[config.mk]
export PLATFORM = sky130hd
export DESIGN_NAME = lmc_loader_flat
export DESIGN_NICKNAME = d
export VERILOG_FILES = /design/src/rtl/lmc_loader_if.sv /design/src/rtl/lmc_loader.sv /design/src/flat_wrapper.sv
export SDC_FILE = /design/constraint.sdc
export NUM_CORES = 1
export LEC_CHECK = 0
export CAP_MARGIN = 20
export CORE_UTILIZATION = 40
export CTS_BUF_LIST = sky130_fd_sc_hd__clkbuf_4 sky130_fd_sc_hd__clkbuf_8
export DETAILED_ROUTE_END_ITERATION = 12
export GPL_TIMING_DRIVEN = 1
export MAX_ROUTING_LAYER = met4
export SYNTH_ARGS = -nofsm -noshare
export SYNTH_HDL_FRONTEND = slang
export SYNTH_SLANG_ARGS = --single-unit
[constraint.sdc]
create_clock -name clk -period 2.8 [get_ports clk]
set_input_delay 0.42 -clock clk [delete_from_list [all_inputs] [get_ports clk]]
set_output_delay 0.42 -clock clk [all_outputs]
set_load 0.02 [all_outputs]
[src/rtl/lmc_loader_if.sv]
// lmc_loader_if: host word stream, mailbox write bus and INP handshake between host, loader and LMC core
interface lmc_loader_if #(
    parameter int WORD_W = 10,
    parameter int ADDR_W = 7,
    parameter int CNT_W  = 4
);
    logic              s_valid;
    logic              s_ready;
    logic [WORD_W-1:0] s_data;
    logic              s_last;
    logic              mem_we;
    logic [ADDR_W-1:0] mem_addr;
    logic [WORD_W-1:0] mem_wdata;
    logic              core_start;
    logic              inp_req;
    logic              inp_ack;
    logic [WORD_W-1:0] inp_data;
    logic [CNT_W-1:0]  fifo_count;
    logic              err;

    modport slave (
        input  s_valid, s_data, s_last, inp_req,
        output s_ready, mem_we, mem_addr, mem_wdata, core_start,
               inp_ack, inp_data, fifo_count, err
    );

    modport master (
        output s_valid, s_data, s_last, inp_req,
        input  s_ready, mem_we, mem_addr, mem_wdata, core_start,
               inp_ack, inp_data, fifo_count, err
    );
endinterface

[src/rtl/lmc_loader.sv]
// lmc_loader: loads the LMC program image, zero-fills the rest, starts the core, then feeds INP from a FIFO
module lmc_loader #(
    parameter int MEM_DEPTH  = 100,
    parameter int WORD_W     = 10,
    parameter int FIFO_DEPTH = 8,
    parameter int CNT_W      = $clog2(FIFO_DEPTH + 1)
) (
    input  logic        clk,
    input  logic        rst_n,
    lmc_loader_if.slave bus
);
    localparam int AW = $clog2(MEM_DEPTH);
    localparam int PW = $clog2(FIFO_DEPTH);

    localparam logic [1:0] PROG   = 2'd0;
    localparam logic [1:0] CLEAR  = 2'd1;
    localparam logic [1:0] START  = 2'd2;
    localparam logic [1:0] STREAM = 2'd3;

    localparam logic [AW-1:0]     LAST_ADDR = AW'(MEM_DEPTH - 1);
    localparam logic [CNT_W-1:0]  FULL      = CNT_W'(FIFO_DEPTH);
    localparam logic [WORD_W-1:0] MAX_WORD  = WORD_W'(999);

    logic [1:0]        state_q, state_d;
    logic              live_q;
    logic [AW-1:0]     cnt_q, cnt_d;
    logic              mem_we_q, mem_we_d;
    logic [AW-1:0]     mem_addr_q, mem_addr_d;
    logic [WORD_W-1:0] mem_wdata_q, mem_wdata_d;
    logic              core_start_q, core_start_d;
    logic              err_q, err_d;
    logic              inp_ack_q, inp_ack_d;
    logic [WORD_W-1:0] inp_data_q, inp_data_d;
    logic [PW-1:0]     rd_q, rd_d;
    logic [PW-1:0]     wr_q, wr_d;
    logic [CNT_W-1:0]  count_q, count_d;
    logic [WORD_W-1:0] fifo_q [FIFO_DEPTH];

    logic s_ready;
    logic xfer;
    logic legal;
    logic push;
    logic pop;

    // live_q holds s_ready low until the first clock after reset release;
    // core_start_q keeps the host stalled through the start pulse
    assign s_ready = live_q & ((state_q == PROG) |
                     ((state_q == STREAM) & ~core_start_q & (count_q < FULL)));
    assign xfer    = bus.s_valid & s_ready;
    assign legal   = bus.s_data <= MAX_WORD;
    assign push    = xfer & legal & (state_q == STREAM);
    assign pop     = (state_q == STREAM) & bus.inp_req & (count_q != '0) & ~inp_ack_q;

    assign bus.s_ready    = s_ready;
    assign bus.mem_we     = mem_we_q;
    assign bus.mem_addr   = mem_addr_q;
    assign bus.mem_wdata  = mem_wdata_q;
    assign bus.core_start = core_start_q;
    assign bus.inp_ack    = inp_ack_q;
    assign bus.inp_data   = inp_data_q;
    assign bus.fifo_count = count_q;
    assign bus.err        = err_q;

    // load sequencing: program writes, zero fill, start pulse, then streaming
    always_comb begin
        state_d      = state_q;
        cnt_d        = cnt_q;
        mem_we_d     = 1'b0;
        mem_addr_d   = mem_addr_q;
        mem_wdata_d  = mem_wdata_q;
        core_start_d = 1'b0;
        err_d        = err_q | (xfer & ~legal);
        case (state_q)
            PROG: begin
                if (xfer) begin
                    if (legal) begin
                        mem_we_d    = 1'b1;
                        mem_addr_d  = cnt_q;
                        mem_wdata_d = bus.s_data;
                        cnt_d       = cnt_q + AW'(1);
                    end
                    if (legal && cnt_q == LAST_ADDR)
                        state_d = START;
                    else if (bus.s_last)
                        state_d = CLEAR;
                end
            end
            CLEAR: begin
                mem_we_d    = 1'b1;
                mem_addr_d  = cnt_q;
                mem_wdata_d = '0;
                cnt_d       = cnt_q + AW'(1);
                state_d     = (cnt_q == LAST_ADDR) ? START : CLEAR;
            end
            START: begin
                core_start_d = 1'b1;
                state_d      = STREAM;
            end
            default: ;
        endcase
    end

    // input FIFO bookkeeping and the registered INP acknowledge
    always_comb begin
        rd_d       = rd_q + PW'(pop);
        wr_d       = wr_q + PW'(push);
        count_d    = count_q + CNT_W'(push) - CNT_W'(pop);
        inp_ack_d  = pop;
        inp_data_d = pop ? fifo_q[rd_q] : inp_data_q;
    end

    // control and output registers; reset abandons any load in progress
    always_ff @(posedge clk or negedge rst_n) begin
        if (!rst_n) begin
            state_q      <= PROG;
            live_q       <= 1'b0;
            cnt_q        <= '0;
            mem_we_q     <= 1'b0;
            mem_addr_q   <= '0;
            mem_wdata_q  <= '0;
            core_start_q <= 1'b0;
            err_q        <= 1'b0;
            inp_ack_q    <= 1'b0;
            inp_data_q   <= '0;
            rd_q         <= '0;
            wr_q         <= '0;
            count_q      <= '0;
        end else begin
            state_q      <= state_d;
            live_q       <= 1'b1;
            cnt_q        <= cnt_d;
            mem_we_q     <= mem_we_d;
            mem_addr_q   <= mem_addr_d;
            mem_wdata_q  <= mem_wdata_d;
            core_start_q <= core_start_d;
            err_q        <= err_d;
            inp_ack_q    <= inp_ack_d;
            inp_data_q   <= inp_data_d;
            rd_q         <= rd_d;
            wr_q         <= wr_d;
            count_q      <= count_d;
        end
    end

    // FIFO storage needs no reset: occupancy is tracked by the pointers
    always_ff @(posedge clk) begin
        if (push)
            fifo_q[wr_q] <= bus.s_data;
    end
endmodule
[src/flat_wrapper.sv]
// flat-port wrapper written by rule: the top's interface ports become plain ports
module lmc_loader_flat 
#(
    parameter int MEM_DEPTH  = 100,
    parameter int WORD_W     = 10,
    parameter int FIFO_DEPTH = 8,
    parameter int CNT_W      = $clog2(FIFO_DEPTH + 1)
)
  (clk, rst_n, bus_s_valid, bus_s_data, bus_s_last, bus_inp_req, bus_s_ready, bus_mem_we, bus_mem_addr, bus_mem_wdata, bus_core_start, bus_inp_ack, bus_inp_data, bus_fifo_count, bus_err);
  lmc_loader_if #(.WORD_W(WORD_W), .CNT_W(CNT_W)) bus_i ();
  input  logic clk;
  input  logic rst_n;
  input wire logic [$bits(bus_i.s_valid)-1:0] bus_s_valid;
  input wire logic [$bits(bus_i.s_data)-1:0] bus_s_data;
  input wire logic [$bits(bus_i.s_last)-1:0] bus_s_last;
  input wire logic [$bits(bus_i.inp_req)-1:0] bus_inp_req;
  output wire logic [$bits(bus_i.s_ready)-1:0] bus_s_ready;
  output wire logic [$bits(bus_i.mem_we)-1:0] bus_mem_we;
  output wire logic [$bits(bus_i.mem_addr)-1:0] bus_mem_addr;
  output wire logic [$bits(bus_i.mem_wdata)-1:0] bus_mem_wdata;
  output wire logic [$bits(bus_i.core_start)-1:0] bus_core_start;
  output wire logic [$bits(bus_i.inp_ack)-1:0] bus_inp_ack;
  output wire logic [$bits(bus_i.inp_data)-1:0] bus_inp_data;
  output wire logic [$bits(bus_i.fifo_count)-1:0] bus_fifo_count;
  output wire logic [$bits(bus_i.err)-1:0] bus_err;
  assign bus_i.s_valid = bus_s_valid;
  assign bus_i.s_data = bus_s_data;
  assign bus_i.s_last = bus_s_last;
  assign bus_i.inp_req = bus_inp_req;
  assign bus_s_ready = bus_i.s_ready;
  assign bus_mem_we = bus_i.mem_we;
  assign bus_mem_addr = bus_i.mem_addr;
  assign bus_mem_wdata = bus_i.mem_wdata;
  assign bus_core_start = bus_i.core_start;
  assign bus_inp_ack = bus_i.inp_ack;
  assign bus_inp_data = bus_i.inp_data;
  assign bus_fifo_count = bus_i.fifo_count;
  assign bus_err = bus_i.err;
  lmc_loader #(.MEM_DEPTH(MEM_DEPTH), .WORD_W(WORD_W), .FIFO_DEPTH(FIFO_DEPTH), .CNT_W(CNT_W)) u_core (.clk(clk), .rst_n(rst_n), .bus(bus_i));
endmodule
==> metrics.csv, run 1 <==
stage,metric,value,unit
detailed_routing,DRT iter0 DRCs,137,
logic_synthesis,count of cell types in the netlist,37,
cts,clock sinks,131,
detailed_routing,DR vias,2864,
timing,skew final,12.2,ps
power,Max VDD drop,0.591,mV
critical_path,CP Capture Type,output port,
grt,met1 usage,0.237,
critical_path,CP required,2380,ps
timing,TNS Setup,0,ps
detailed_routing,drt pass-1 iters,4,
critical_path,"Max stage delay cell, worst path",clkdlybuf4s50_1,
critical_path,startpoint types,register,
detailed_routing,"antenna viol nets, final",0,
place,Final Wtd Congestion,0.814,
logic_synthesis,fraction of registers with async set/reset,0.389,
detailed_routing,DR DRC count,0,
detailed_routing,DR WL/cell,17.9,microns
timing,Final Hold Vio Count,0,
run,max_cap viols,0,
timing,final cycle utilization of the critical path,0.898,
floorplan,width of the die,116,microns
grt,GR Util met2,0.249,
grt,met3 usage,0.0467,
timing,Worst Tran Pin Value,862,ps
power,power per standard cell area,695,nW/um^2
place,IO Port Bufs,50,
place,"worst slack, placed",115,ps
logic_synthesis,register area share after synthesis,0.703,
timing,fmax,0.398,GHz
cells_and_area,# diodes,0,
grt,Most Crowded Layer GR,met2,
logic_synthesis,Synth area leaders,"edfxtp_1 46%, dfrtp_1 24%, mux4_2 8.6%",
critical_path,crit path DAT,2090,ps
timing,Final Setup Violations,0,
timing,Slew Limit Headroom,0.422,
place,post-DP HPWL,6850,microns
logic_synthesis,Mean Syn Cell Area,16.7,sq um
floorplan,Initial Util,0.413,
logic_synthesis,#FFs+latches synth,131,
grt,number of global-route vias before repair,2941,
cells_and_area,synthesis-to-layout area growth,23.8,%
floorplan,IO Pins,51,
cells_and_area,Final nets,423,
timing,fin. max-slew vios,0,
logic_synthesis,synthesized instance count,314,
grt,largest net degree at the start of global routing,37,
logic_synthesis,number of flops mapped to enable cells by yosys,80,
cts,Max Buffers Root-to-Sink,2,
grt,GRT Total Usage,0.175,
critical_path,critical path cell sequence,inv_1 -> ha_1 -> a21oi_1 -> nor2b_1 -> clkdlybuf4s50_1,
logic_synthesis,Synth warnings,0,
floorplan,Die Ht,116,microns
logic_synthesis,syn_nets,344,
critical_path,crit-path max FO,4,
detailed_routing,DR vias/cell,4.96,
logic_synthesis,synthesized area,5230,sq um
cts,Setup Buffers After CTS,0,
floorplan,Die ar.,13500,sq um
cts,CTS tree,built,
timing,unrepaired setup endpoints after global routing,no,
min_path,worst hold path type,primary input to asynchronous set/reset pin,
cells_and_area,"Core Util, Final",0.511,
power,leakage,2.53,nW
timing,Tmin final,2510,ps
floorplan,num rows,41,
cts,cts bufs inserted,17,
detailed_routing,Post-Route WL,10400,microns
critical_path,CP max stage delay,540,ps
place,Placed Cells,545,
cts,clk_lat worst skew,440,ps
grt,GRT overflow,0,
logic_synthesis,"area leader, netlist",edfxtp_1,
cts,root buf cell,clkbuf_8,
place,dpl cell area,6050,sq um
outcome,status,finished clean,
floorplan,Core Region,12700,sq um
cells_and_area,share of cells above drive strength 1,0.197,
cts,clock slew at reported path FFs,70,ps
grt,first-pass GRT wire length,16100,microns
cells_and_area,Final Instance Area,6470,sq um
grt,initial antenna violation count,0,
critical_path,kind of critical path,register to output port,
cells_and_area,"non-filler cells, final",578,
cts,H-tree depth,4,
logic_synthesis,"Primary FF master, synth",edfxtp_1,
timing,final worst slack,287,ps
logic_synthesis,top-area cell type share of the netlist area,0.459,
-- synthesized netlist by cell type (all sizes together), types with 3 or more instances --
| library cell | number |
|---|---|
| nor2 | 16 |
| buf | 5 |
| xnor2 | 7 |
| ha | 14 |
| nand4 | 3 |
| mux4 | 20 |
| nand2 | 33 |
| edfxtp | 80 |
| xor2 | 3 |
| nor2b | 3 |
| inv | 13 |
| a22o | 11 |
| nor3b | 3 |
| dfrtp | 51 |
| o21ai | 3 |
| mux2i | 10 |
| a21oi | 12 |
| clkbuf | 5 |
| and3 | 3 |
-- per-stage QoR --
stage          total power [W]  hold WS (ps)
6_report               0.00450           454
5_1_grt                0.00469           475
4_1_cts                0.00455           443
3_5_place_dp           0.00289           397
3_3_place_gp           0.00288           392
2_1_floorplan          0.00264           124
-- layout by cell type (no fill, tap or decap), types with 2 or more instances in the layout --
cell / instances
a21o_1: 2
clkinv_1: 2
nor2b_1: 3
clkinv_2: 3
nand4_1: 3
buf_4: 18
mux2_4: 2
dfrtp_1: 51
nor2_1: 15
mux4_2: 20
clkbuf_8: 19
o21ai_2: 2
and3_1: 3
xor2_1: 3
nor3b_1: 2
inv_1: 13
nand2_1: 33
ha_1: 14
clkbuf_4: 2
mux2i_1: 10
clkinvlp_4: 3
nor3_1: 2
a21oi_1: 12
bufinv_16: 3
clkdlybuf4s50_1: 49
xnor2_1: 7
edfxtp_1: 80
a22o_1: 11
and3b_1: 2
-- per-layer routing --
metal | share of wire | routed length, microns
met5 | 0 | 0
met4 | 0.012 | 125
met3 | 0.042 | 439
met2 | 0.47 | 4840
met1 | 0.48 | 4960
-- cell families (layout without fill, tap and decap cells) --
group           count (synthesis)  after routing  share of synthesized area
mux                            32             32                      0.111
other cells                     1              1                   0.000717
fa+ha+maj                      15             15                     0.0373
compound gates                 33             33                     0.0462
flops                         131            131                      0.703
xor+xnor                       10             10                     0.0167
simple gates                   69             69                     0.0658
buf+inv                        23            115                     0.0189
-- what timing repair did --
item                                    in CTS  in global routing
hold buffers                                 1                  0
endpoints found under the setup margin       0                  0
endpoints found under the hold margin       15                  0
resized for setup                            0                  0
-- power breakdown --
| part | switching [W] | total, W | internal, W |
|---|---|---|---|
| Combinational | 0.000314 | 0.000582 | 0.000268 |
| Sequential | 0.0000990 | 0.00227 | 0.00217 |
| Clock | 0.000713 | 0.00165 | 0.000936 |
| Total | 0.00113 | 0.00450 | 0.00337 |
-- path summary, 6_finish.rpt --
path | from | slack, ps | cells past startpoint | to
worst max-delay path | u_core.state_q[0] | 290 | 5 | bus_s_ready
worst min-delay path | rst_n | 450 | 2 | u_core.bus.inp_data[5]
worst max register to register | u_core.state_q[0] | 500 | 7 | u_core.fifo_q[2][0]
worst min register to register | u_core.bus.err | 470 | 1 | u_core.bus.err
max in group asynchronous | rst_n | 1520 | 3 | u_core.state_q[1]
min in group clk | u_core.bus.err | 470 | 1 | u_core.bus.err
-- critical path: cells and delay by family (launching register included) --
kind                     cells  cell delay, ps
buffers and inverters        2             630
AND/OR/NAND/NOR              1              80
AO/OA/AOI/OAI                1             280
adder cells (fa/ha/maj)      1             260
flip-flops                   1             400
-- state kept, by name, summed over array words and instances, names as in the netlist, 2 cells and up --
name                   cells
u_core.wr_q                3
u_core.fifo_q             80
u_core.rd_q                3
u_core.bus.mem_addr        7
u_core.bus.fifo_count      4
u_core.state_q             2
u_core.cnt_q               7
u_core.bus.mem_wdata      10
u_core.bus.inp_data       10
-- final cells by class --
class / count / area [sq um]
multi-input cells: 160 / 1460
clock inverters: 11 / 135
clock buffers: 21 / 277
well taps: 172 / 215
repair buffers: 70 / 661
inverters: 13 / 48.8
flip-flops and latches: 131 / 3680
fillers: 1103 / 6200
Note: power is estimated with default switching activity, not from simulation.
==> inputs of run 2 (changes only) <==
==> constraint.sdc (replaced) <==
create_clock -name clk -period 2.8 [get_ports clk]
set_input_delay 0.56 -clock clk [delete_from_list [all_inputs] [get_ports clk]]
set_output_delay 0.56 -clock clk [all_outputs]
set_load 0.02 [all_outputs]
==> run 2 against run 1 <==
Critical path depth is the same. Sequential cell count unchanged. First-iteration DRC count increased by 15%. Count of clock-buffer cells in the layout is 4 lower. Via count down 0.91%. Core utilization up 0.24 points. Clock power hardly changed. Register-to-register slack improved by 30 ps. Fmax shrank 4.7%. Global-route usage is 0.47 points lower. Non-clock buffer count rose by 2. Setup slack worse by 120 ps. Critical endpoint unchanged.
==> metrics.csv, run 2 (same netlist as run 1, synthesis figures left out) <==
stage,metric,value,unit
outcome,status,finished clean,
critical_path,Reg-to-Reg Start,u_core.state_q[0],
cts,Setup Buffers After CTS,0,
timing,Final Hold Vio Count,0,
grt,initial antenna violation count,0,
floorplan,num rows,41,
floorplan,Die ar.,13500,sq um
cts,CTS tree,built,
min_path,worst hold path type,primary input to asynchronous set/reset pin,
critical_path,CP required,2240,ps
grt,largest net degree at the start of global routing,52,
timing,Tmin final,2640,ps
place,dpl cell area,6090,sq um
cells_and_area,# diodes,0,
grt,GRT overflow,0,
cts,cts bufs inserted,17,
cells_and_area,"commonest non-fill, non-tap cell in the layout",edfxtp_1,
floorplan,Initial Util,0.413,
timing,Slew Limit Headroom,0.463,
timing,unrepaired setup endpoints after global routing,no,
power,Net Sw Frac,0.259,
timing,TNS Setup,0,ps
cts,cts hold-fix bufs,0,
power,power per standard cell area,691,nW/um^2
detailed_routing,Post-Route WL,10000,microns
cells_and_area,"commonest non-fill, non-tap cells in the layout","80 x edfxtp_1, 51 x dfrtp_1, 49 x clkdlybuf4s50_1",
critical_path,Crit path max-delay family,buffers and inverters,
power,sequential power share,0.504,
cts,clock slew at reported path FFs,80,ps
critical_path,RR Endpoint,u_core.fifo_q[3][5],
timing,final cycle utilization of the critical path,0.942,
grt,number of global-route vias before repair,2837,
timing,fin. max-slew vios,0,
cts,Max Buffers Root-to-Sink,2,
critical_path,R2R cell count,7,
cts,clock sinks,131,
critical_path,crit path DAT,2080,ps
power,reported net switching power,0.00116,W
cells_and_area,Largest register FFs,80,
detailed_routing,DR DRC count,0,
power,leakage,2.53,nW
critical_path,"Max stage delay cell, worst path",clkdlybuf4s50_1,
cells_and_area,Final nets,425,
place,Final Wtd Congestion,0.805,
critical_path,FF-to-FF setup slack,530,ps
detailed_routing,drt pass-1 iters,4,
critical_path,CP max stage delay,550,ps
power,combinational power share,0.130,
cells_and_area,Final Instance Area,6500,sq um
grt,GRT Total Usage,0.170,
detailed_routing,"antenna viol nets, final",0,
critical_path,worst path bufs/invs,2,
cells_and_area,share of cells above drive strength 1,0.206,
critical_path,kind of critical path,register to output port,
power,clock share of power,0.366,
floorplan,IO Pins,51,
cells_and_area,Top reg by flops,u_core.fifo_q,
detailed_routing,DRT iter0 DRCs,157,
timing,skew final,7.13,ps
cts,post-CTS sizing,0,
detailed_routing,DR WL/cell,17.3,microns
cts,H-tree depth,4,
cts,root buf cell,clkbuf_8,
place,post-DP HPWL,6560,microns
power,Max VDD drop,0.509,mV
critical_path,crit-path max FO,4,
run,max_cap viols,0,
cells_and_area,synthesis-to-layout area growth,24.4,%
cells_and_area,Fill cells,1079,
floorplan,Core Region,12700,sq um
timing,Final Setup Violations,0,
place,IO Port Bufs,50,
floorplan,width of the die,116,microns
critical_path,CP Capture Type,output port,
cts,clk_lat worst skew,430,ps
critical_path,startpoint types,register,
detailed_routing,DR vias,2838,
critical_path,critical path cell sequence,inv_1 -> ha_1 -> a21oi_1 -> nor2b_1 -> clkdlybuf4s50_1,
timing,Worst Tran Pin Value,801,ps
floorplan,Die Ht,116,microns
detailed_routing,DR vias/cell,4.89,
power,Internal,0.00333,W
grt,first-pass GRT wire length,15600,microns
timing,fmax,0.379,GHz
[run 2: cell types whose count changed in the layout (fill, tap and decap cells not counted)]
cell	delta
buf_4	+2
buf_12	+1
inv_8	+1
clkbuf_4	-2
inv_6	+2
clkinv_1	-1
dlygate4sd3_1	-1
clkbuf_8	-2
clkinv_2	-2
clkinvlp_4	+2
clkinv_4	+2
[run 2: final cells by class]
type | instances | area, sq um | share of cell area
Tap cell | 172 | 215 | 0.0331
Multi-Input combinational cell | 160 | 1460 | 0.224
Timing Repair Buffer | 72 | 686 | 0.105
Clock buffer | 17 | 234 | 0.0360
Sequential cell | 131 | 3680 | 0.566
Clock inverter | 15 | 183 | 0.0281
Inverter | 13 | 48.8 | 0.00750
[run 2: power by group through the flow]
stage | sequential (W) | combinational (W) | clock (W)
CTS | 0.00227 | 0.000596 | 0.00169
floorplan | 0.00236 | 0.000282 | 0
global route | 0.00228 | 0.000640 | 0.00176
global placement | 0.00230 | 0.000587 | 0
finish | 0.00227 | 0.000585 | 0.00164
detailed placement | 0.00230 | 0.000591 | 0
[run 2: worst max path at each step]
stage | start | endpoint | slack, ps | cells past startpoint
2_1_floorplan | bus_s_data[3] | u_core.fifo_q[3][0] | 300 | 5
3_3_place_gp | bus_s_data[9] | u_core.fifo_q[2][0] | 110 | 8
6_report | u_core.state_q[0] | bus_s_ready | 160 | 5
5_1_grt | u_core.state_q[0] | bus_s_ready | 0.7 | 5
4_1_cts | u_core.state_q[0] | bus_s_ready | 110 | 5
3_5_place_dp | bus_s_data[9] | u_core.fifo_q[0][0] | 70 | 8
[run 2: stage by stage]
stage	cells	util	worst slack (ps)	power, W	hold WS [ps]
2_1_floorplan	314	-	296	0.00264	264
3_3_place_gp	548	0.480	113	0.00289	441
3_5_place_dp	548	0.480	73.6	0.00289	449
4_1_cts	580	0.513	106	0.00455	245
5_1_grt	580	0.513	0.659	0.00468	275
6_report	580	0.513	162	0.00449	228
[run 2: metal layers]
metal	vias to the layer above	share of wire	track usage
li1	1332	-	-
met5	-	0	-
met2	68	0.46	0.246
met3	6	0.046	0.0509
met4	0	0.0086	0.0692
met1	1432	0.48	0.225
